==> config.mk <==
export PLATFORM = sky130hd
export DESIGN_NAME = key_set_controller
export DESIGN_NICKNAME = d
export VERILOG_FILES = /design/src/rtl/key_set_controller.sv
export SDC_FILE = /design/constraint.sdc
export NUM_CORES = 1
export LEC_CHECK = 0
export BUFFER_PORTS_ARGS = -buffer_cell sky130_fd_sc_hd__buf_2
export CAP_MARGIN = 10
export CORE_UTILIZATION = 29
export DETAILED_ROUTE_END_ITERATION = 8
export GPL_TIMING_DRIVEN = 0
export SLEW_MARGIN = 5
export SYNTH_ARGS = -nofsm -noshare
export SYNTH_HDL_FRONTEND = slang
export SYNTH_SLANG_ARGS = --single-unit
export TNS_END_PERCENT = 1
==> constraint.sdc <==
create_clock -name clock_50_i -period 2.75 [get_ports clock_50_i]
set_input_delay 0.1375 -clock clock_50_i [delete_from_list [all_inputs] [get_ports clock_50_i]]
set_output_delay 0.1375 -clock clock_50_i [all_outputs]
set_load 0.05 [all_outputs]
==> src/rtl/key_set_controller.sv <==
// Button front end for the digital clock: two-flop synchronisers, debounce,
// press-edge detection, field selection and INC auto-repeat. The outputs are
// single-cycle increment pulses for the sec/min/hour counters and a field LED.
module key_set_controller #(
   parameter int DEBOUNCE_CYCLES = 1_000_000,
   parameter int HOLD_CYCLES     = 25_000_000,
   parameter int REPEAT_CYCLES   = 10_000_000
) (
   input  logic       clock_50_i,
   input  logic       reset_n_i,
   input  logic       key_mode_n_i,
   input  logic       key_inc_n_i,
   input  logic       set_en_i,
   output logic [1:0] sel_count_o,
   output logic       inc_sec_o,
   output logic       inc_min_o,
   output logic       inc_hour_o,
   output logic [2:0] sel_led_o
);
   localparam int DEB_W   = (DEBOUNCE_CYCLES > 1) ? $clog2(DEBOUNCE_CYCLES) : 1;
   localparam int TMR_MAX = (HOLD_CYCLES > REPEAT_CYCLES) ? HOLD_CYCLES : REPEAT_CYCLES;
   localparam int TMR_W   = (TMR_MAX > 1) ? $clog2(TMR_MAX) : 1;
   localparam logic [DEB_W-1:0] DEB_LAST  = DEB_W'(DEBOUNCE_CYCLES - 1);
   localparam logic [TMR_W-1:0] HOLD_LOAD = TMR_W'(HOLD_CYCLES - 1);
   localparam logic [TMR_W-1:0] RPT_LOAD  = TMR_W'(REPEAT_CYCLES - 1);
   localparam int K_MODE = 0;
   localparam int K_INC  = 1;

   typedef enum logic [1:0] {ST_IDLE, ST_HOLD, ST_RPT, ST_WAIT_REL} state_t;

   logic [1:0]       key_raw_n;
   logic [1:0]       deb_lvl;    // debounced level, 1 = released
   logic [1:0]       press_evt;  // one-cycle press strobe per key
   logic [1:0]       sel_count_q, sel_count_d;
   state_t           state_q;
   logic [TMR_W-1:0] timer_q;
   logic [2:0]       inc_q;      // {hour, min, sec}
   logic [2:0]       sel_led_d;

   assign key_raw_n = {key_inc_n_i, key_mode_n_i};

   generate
      for (genvar gi = 0; gi < 2; gi++) begin : g_key
         logic             sync1_q, sync2_q, deb_q, deb_d1_q, press_q;
         logic [DEB_W-1:0] cnt_q;

         // Two-flop synchroniser; everything downstream sees only sync2_q.
         always_ff @(posedge clock_50_i or negedge reset_n_i) begin
            if (!reset_n_i) begin
               sync1_q <= 1'b1;
               sync2_q <= 1'b1;
            end else begin
               sync1_q <= key_raw_n[gi];
               sync2_q <= sync1_q;
            end
         end

         // Accept a new level only after DEBOUNCE_CYCLES consecutive differing cycles.
         always_ff @(posedge clock_50_i or negedge reset_n_i) begin
            if (!reset_n_i) begin
               cnt_q <= '0;
               deb_q <= 1'b1;
            end else if (sync2_q == deb_q) begin
               cnt_q <= '0;
            end else if (cnt_q == DEB_LAST) begin
               deb_q <= sync2_q;
               cnt_q <= '0;
            end else begin
               cnt_q <= cnt_q + 1'b1;
            end
         end

         // Registered 1->0 edge of the debounced level gives the press strobe.
         always_ff @(posedge clock_50_i or negedge reset_n_i) begin
            if (!reset_n_i) begin
               deb_d1_q <= 1'b1;
               press_q  <= 1'b0;
            end else begin
               deb_d1_q <= deb_q;
               press_q  <= deb_d1_q & ~deb_q;
            end
         end

         assign deb_lvl[gi]   = deb_q;
         assign press_evt[gi] = press_q;
      end
   endgenerate

   // One-hot pulse target for the currently selected field.
   function automatic logic [2:0] route(input logic [1:0] sel);
      case (sel)
         2'd0:    route = 3'b001;
         2'd1:    route = 3'b010;
         2'd2:    route = 3'b100;
         default: route = 3'b000;
      endcase
   endfunction

   // Field selection: MODE cycles 0->1->2->0; leaving set mode parks it on sec.
   always_comb begin
      sel_count_d = sel_count_q;
      if (!set_en_i) begin
         sel_count_d = 2'd0;
      end else if (press_evt[K_MODE]) begin
         sel_count_d = (sel_count_q == 2'd2) ? 2'd0 : sel_count_q + 2'd1;
      end
   end

   // Selection register.
   always_ff @(posedge clock_50_i or negedge reset_n_i) begin
      if (!reset_n_i) sel_count_q <= 2'd0;
      else            sel_count_q <= sel_count_d;
   end

   // INC auto-repeat FSM; pulses route on the pre-update selection, so a
   // simultaneous MODE press only affects later pulses.
   always_ff @(posedge clock_50_i or negedge reset_n_i) begin
      if (!reset_n_i) begin
         state_q <= ST_IDLE;
         timer_q <= '0;
         inc_q   <= 3'b000;
      end else begin
         inc_q <= 3'b000;
         case (state_q)
            ST_IDLE: begin
               if (press_evt[K_INC] && set_en_i) begin
                  inc_q   <= route(sel_count_q);
                  timer_q <= HOLD_LOAD;
                  state_q <= ST_HOLD;
               end
            end
            ST_HOLD, ST_RPT: begin
               if (deb_lvl[K_INC]) begin
                  state_q <= ST_IDLE;
               end else if (!set_en_i) begin
                  state_q <= ST_WAIT_REL;
               end else if (timer_q == '0) begin
                  inc_q   <= route(sel_count_q);
                  timer_q <= RPT_LOAD;
                  state_q <= ST_RPT;
               end else begin
                  timer_q <= timer_q - 1'b1;
               end
            end
            ST_WAIT_REL: begin
               // A held key must be released before set mode can repeat again.
               if (deb_lvl[K_INC]) state_q <= ST_IDLE;
            end
            default: state_q <= ST_IDLE;
         endcase
      end
   end

   // Field LED: thermometer code of the selection, dark outside set mode and in reset.
   always_comb begin
      sel_led_d = 3'b000;
      if (reset_n_i && set_en_i) begin
         case (sel_count_q)
            2'd0:    sel_led_d = 3'b001;
            2'd1:    sel_led_d = 3'b011;
            2'd2:    sel_led_d = 3'b111;
            default: sel_led_d = 3'b000;
         endcase
      end
   end

   assign sel_count_o = sel_count_q;
   assign inc_sec_o   = inc_q[0];
   assign inc_min_o   = inc_q[1];
   assign inc_hour_o  = inc_q[2];
   assign sel_led_o   = sel_led_d;
endmodule

# After elaboration in Yosys (flattened, before gate mapping)
# Index checks and enable logic that the tools add are counted.
[totals] ff_bits=82 inputBits=5 out_inout_bits=8 wordCells=78
[op_classes] add_sub_neg=4 n_eq_ne=15 muxes=26 bitwise=6 reduce_logical=11
[op_table] op="25-bit 2-to-1 mux" n=4
[op_table] op="20-bit 2-to-1 mux" n=4
[op_table] op="25-bit case mux with 2 select lines" n=1
[op_table] op="20-bit by 1-bit adder with 20-bit output (second input constant)" n=2
[op_table] op="20-bit == test (second input constant)" n=2
[op_table] op="25-bit logical NOT" n=1
[op_table] op="25-bit by 1-bit subtractor with 25-bit output (second input constant)" n=1
[op_table] op="3-bit case mux with 3 select lines" n=2
[op_table] op="2-bit 2-to-1 mux" n=8
[op_table] op="3-bit 2-to-1 mux" n=5
[op_table] op="2-bit inequality test (second input constant)" n=4
[op_table] op="2-bit == test (second input constant)" n=3
[op_table] op="2-bit case mux with 3 select lines" n=1
[op_table] op="3-bit case mux with 2 select lines" n=1
[op_table] op="2-bit by 1-bit == test with 1-bit output (second input constant)" n=2
[op_table] op="2-bit logical NOT" n=2
[op_table] op="4-bit inequality test (second input constant)" n=1
[op_table] op="1-bit inverter" n=4
[op_table] op="2-bit AND reduction" n=2
[op_table] op="4-bit AND reduction" n=1
[op_table] op="3-bit AND reduction" n=1
[op_table] op="2-bit by 1-bit adder with 2-bit output (second input constant)" n=1
[op_table] op="1-bit bitwise AND" n=2
[op_table] op="1-bit == test" n=2
[op_table] op="4 further kinds" n=5

# Depth between registers and ports, before layout
[depth] depth_word=6 mapped_depth=9 mapped_depth_nobuf=7

# Worst setup path before layout
# No wires, ideal clock.
[synth_timing] path_kind="reg-to-reg" start="register timer_q[0]" end="register timer_q[22]" setup_ns=0.069 t_arrival_ns=1.848 required_ns=2.681 slack_ns=0.833 path_stages_with_launch=8 path_buffers=0 period_less_slack_ns=1.917 path_cell_list="dfrtp_1 > inv_1 > ha_1 > nor3b_1 > and2_1 > nand3_1 > or4_1 > nand3_1"
[synth_via] elab_chain_len=5 word_cells_on_any_way=6 classes_between="1 x add/sub; 4 x mux; 1 x reduce/logical"
[synth_rtl] item="start: declaration" line="36" rtl="logic [TMR_W-1:0] timer_q;"
[synth_rtl] item="start signal: assignment" line="142" rtl="timer_q <= timer_q - 1'b1;"
[synth_rtl] item="25-bit by 1-bit subtractor with 25-bit output / 25-bit logical NOT (equally long branches)" line="142, 137"
[synth_rtl] item="25-bit 2-to-1 mux (*)" line="137" rtl="end else if (timer_q == '0) begin"
[synth_rtl] item="25-bit 2-to-1 mux (*)" line="135" rtl="end else if (!set_en_i) begin"
[synth_rtl] item="25-bit 2-to-1 mux (*)" line="133" rtl="if (deb_lvl[K_INC]) begin"
[synth_rtl] item="25-bit case mux with 2 select lines (*)" line="124" rtl="case (state_q)"
# Every way passes the cells marked *; elsewhere a longest branch is shown, timed or not. The select of a mux whose other input is x is not followed.
# A chain may end at the register's enable or synchronous reset.

# Worst setup path in the final report
[layout_timing] start="register timer_q[0]" end="register timer_q[17]"
# Same word-level chain as after synthesis.

==> flow_metrics.env <==
export IMPL_crit_required_ns=2.97
export IMPL_antenna_found_initial=0
export IMPL_cts_made_buffers=9
export IMPL_synth_edf_count=0
export IMPL_nFillCells=1403
export IMPL_layout_common_cells="74 x dfrtp_1, 65 x nor2_1, 29 x nand2_1, 26 x nand3_1, 20 x xnor2_1"
export IMPL_synth_seq_area_share=0.490
export IMPL_grt_pass1_vias=3112
export IMPL_crit_cells=7
export IMPL_ant_nets=0
export IMPL_num_vias=3195
export IMPL_irDropWorstVdd_uv=329
export IMPL_synthCells=428
export IMPL_max_clock_freq_ghz=0.415
export IMPL_ys_types=60
export IMPL_syn_avg_cell_area_sq_um=9.83
export IMPL_skew_ns=0.00616
export IMPL_crit_family="compound AO/OA/AOI/OAI gates"
export IMPL_ios=13
export IMPL_final_hold_viol_count=0
export IMPL_cp_arrival_ns=2.63
export IMPL_syn_cell_area_sq_um=4210
export IMPL_clk_latency_ns=0.34
export IMPL_path_clk_slew_ns=0.06
export IMPL_drc=0
export IMPL_setup_viol=0
export IMPL_crit_path_start_kind="flop"
export IMPL_async_flop_share=1.00
export IMPL_crit_buf_inv=1
export IMPL_cts_setup_buffers=0
export IMPL_relSlewSlack=0.531
export IMPL_drt_total_wl_um=8380
export IMPL_setup_worst_path_class="flop to flop"
export IMPL_clockBufferDepth=2
export IMPL_wl_per_cell_um=13.1
export IMPL_status="complete, no violations"
export IMPL_tightest_slew_ns=0.698
export IMPL_ys_seq_elements=82
export IMPL_root_buffer="clkbuf_16"
export IMPL_dr_first_iter_drc_count=251
export IMPL_drive_gt1_frac=0.126
export IMPL_rsz0062_at_grt="no"
export IMPL_synth_fp_nets=442
export IMPL_dieWidth_um=122
export IMPL_core_area_sq_um=14000
export IMPL_synthFlopType="dfrtp_1"
export IMPL_layout_commonest_cell="dfrtp_1"
export IMPL_cp_max_fo=7
export IMPL_rr_worst_depth=7
export IMPL_io_buffer_count=11
export IMPL_fin_crit_ns=2.41
export IMPL_power_per_cell_area_nw_per_um2=517
export IMPL_slowest_delay_ns=0.58
export IMPL_place_congestion=0.809
export IMPL_worstPathCellList="inv_1 -> ha_1 -> nor4b_1 -> nand4_2 -> o21ai_1 -> o21ai_0 -> a21o_1"
export IMPL_htreeDepth=3
export IMPL_cap_violations=0
export IMPL_grt_remaining_overflow=0
export IMPL_finalCritPeriodShare=0.876
export IMPL_finalMaxSlewViolations=0
export IMPL_start_util=0.300
export IMPL_yosysWarnings=0
export IMPL_setup_tns_ns=0
export IMPL_area_growth_pct=15.3
export IMPL_dp_hpwl_um=5940
export IMPL_power_mw=2.51
export IMPL_grt_first_pass_wirelength_um=14800
export IMPL_cts_num_sinks=82
export IMPL_rows=43
export IMPL_grt_max_degree=56
export IMPL_antenna_cells=0
export IMPL_dieArea_sq_um=15000
export IMPL_min_path_type="primary input to flop"
export IMPL_critPathCaptureType="flop"
export IMPL_die_h_um=122
export IMPL_avgViaCountPerCell=5.00
export IMPL_slowest_stage="o21ai_1"
export IMPL_p_leak_nw=2.05
export IMPL_drt_pass1_iter_count=4
export IMPL_nNetsFinal=468
export IMPL_min_path_cells=3
export IMPL_cts_repair_resized=0
export IMPL_cts_tree="built"
export IMPL_grt_use_total=0.125
==> routing by layer <==
metal / track usage / wire length (um) / vias to the layer above
li1: - / - / 1565
met5: 0 / 0 / -
met3: 0.0339 / 369 / 12
met1: 0.165 / 3940 / 1560
met2: 0.194 / 3950 / 58
met4: 0.0457 / 119 / 0
==> tightest hold or removal path, delay by kind of cell <==
family        cells  cell delay, ns
buf+inv           2            0.31
simple gates      1            0.06
==> final timing paths <==
path / startpoint / endpoint / slack [ns]
max: timer_q[0] / timer_q[17] / 0.34
min: set_en_i / sel_count_o[1] / 0.22
max reg2reg: timer_q[0] / timer_q[17] / 0.34
min reg2reg: g_key[0].sync1_q / g_key[0].sync2_q / 0.36
max in group asynchronous: reset_n_i / g_key[1].sync1_q / 1.79
min in group asynchronous: reset_n_i / timer_q[12] / 0.30
==> layout make-up <==
| cell class | instances | area, sq um | share of cell area |
|---|---|---|---|
| clock buffer | 11 | 243 | 0.0500 |
| tap | 180 | 225 | 0.0464 |
| sequential | 82 | 2060 | 0.425 |
| clock inverter | 5 | 62.6 | 0.0129 |
| buffer | 13 | 58.8 | 0.0121 |
| timing repair buffer | 15 | 115 | 0.0237 |
| multi-input combinational | 317 | 2030 | 0.418 |
| inverter | 16 | 60.1 | 0.0124 |
==> flip-flops by register name, indices dropped and copies added, names as in the netlist <==
register / count
g_key.sync1_q: 2
inc_q: 3
g_key.sync2_q: 2
timer_q: 25
g_key.press_q: 2
sel_count_o: 2
g_key.deb_d1_q: 2
g_key.cnt_q: 40
g_key.deb_q: 2
state_q: 2
==> logic make-up after synthesis <==
kind of cell / share of synthesized area
xor gates and xnor gates: 0.0791
and+or+nand+nor: 0.267
adders and majority gates: 0.0268
DFF: 0.490
AOI/OAI and AO/OA: 0.0966
buffers and inverters: 0.0282
muxes: 0.0125
==> through the flow <==
step                cells  utilization  hold WS (ns)  cell area, sq um  worst slack, ns
finish                639        0.346         0.219              4850            0.340
global route          639        0.346         0.265              4850            0.101
CTS                   639        0.346         0.213              4850            0.321
detailed placement    620        0.322         0.108              4520            0.352
global placement      619        0.320         0.247              4490            0.404
floorplan             428            -        -0.158              4210            0.833
==> power by group <==
part	internal [mW]	total, mW	switching, mW
registers	1.22	1.23	0.00887
clock network	0.733	1.21	0.481
logic	0.0210	0.0693	0.0482
==> repair_timing <==
| action | in CTS | in global routing |
|---|---|---|
| setup endpoints to repair | 0 | 0 |
| hold buffers | 3 | 0 |
| hold endpoints to repair | 25 | 0 |
==> synthesized netlist by cell type, drive strengths merged (2+ instances only) <==
master / number / area, sq um
or4: 5 / 37.5
and3: 10 / 62.6
mux2i: 3 / 30.0
inv: 16 / 60.1
nor2b: 4 / 25.0
a21oi: 11 / 55.1
and2: 5 / 31.3
and4: 3 / 26.3
nor3: 10 / 60.1
o311ai: 2 / 17.5
o22a: 4 / 35.0
clkbuf: 7 / 26.3
a31o: 2 / 17.5
o31ai: 4 / 30.0
buf: 6 / 32.5
a21o: 3 / 22.5
a2bb2oi: 2 / 17.5
nor4: 14 / 136
nand2: 29 / 109
or3: 4 / 30.0
dfrtp: 74 / 1850
o21ai: 13 / 65.1
nand3: 27 / 140
or2: 4 / 25.0
nor3b: 2 / 15.0
ha: 9 / 113
nand2b: 4 / 25.0
dfstp: 8 / 210
nor2: 66 / 250
a31oi: 3 / 18.8
xor2: 18 / 158
xnor2: 20 / 175
nand4: 11 / 75.1
nor4b: 5 / 43.8
o21a: 5 / 37.5
mux2: 2 / 22.5
Note: power is estimated with default switching activity, not from simulation.
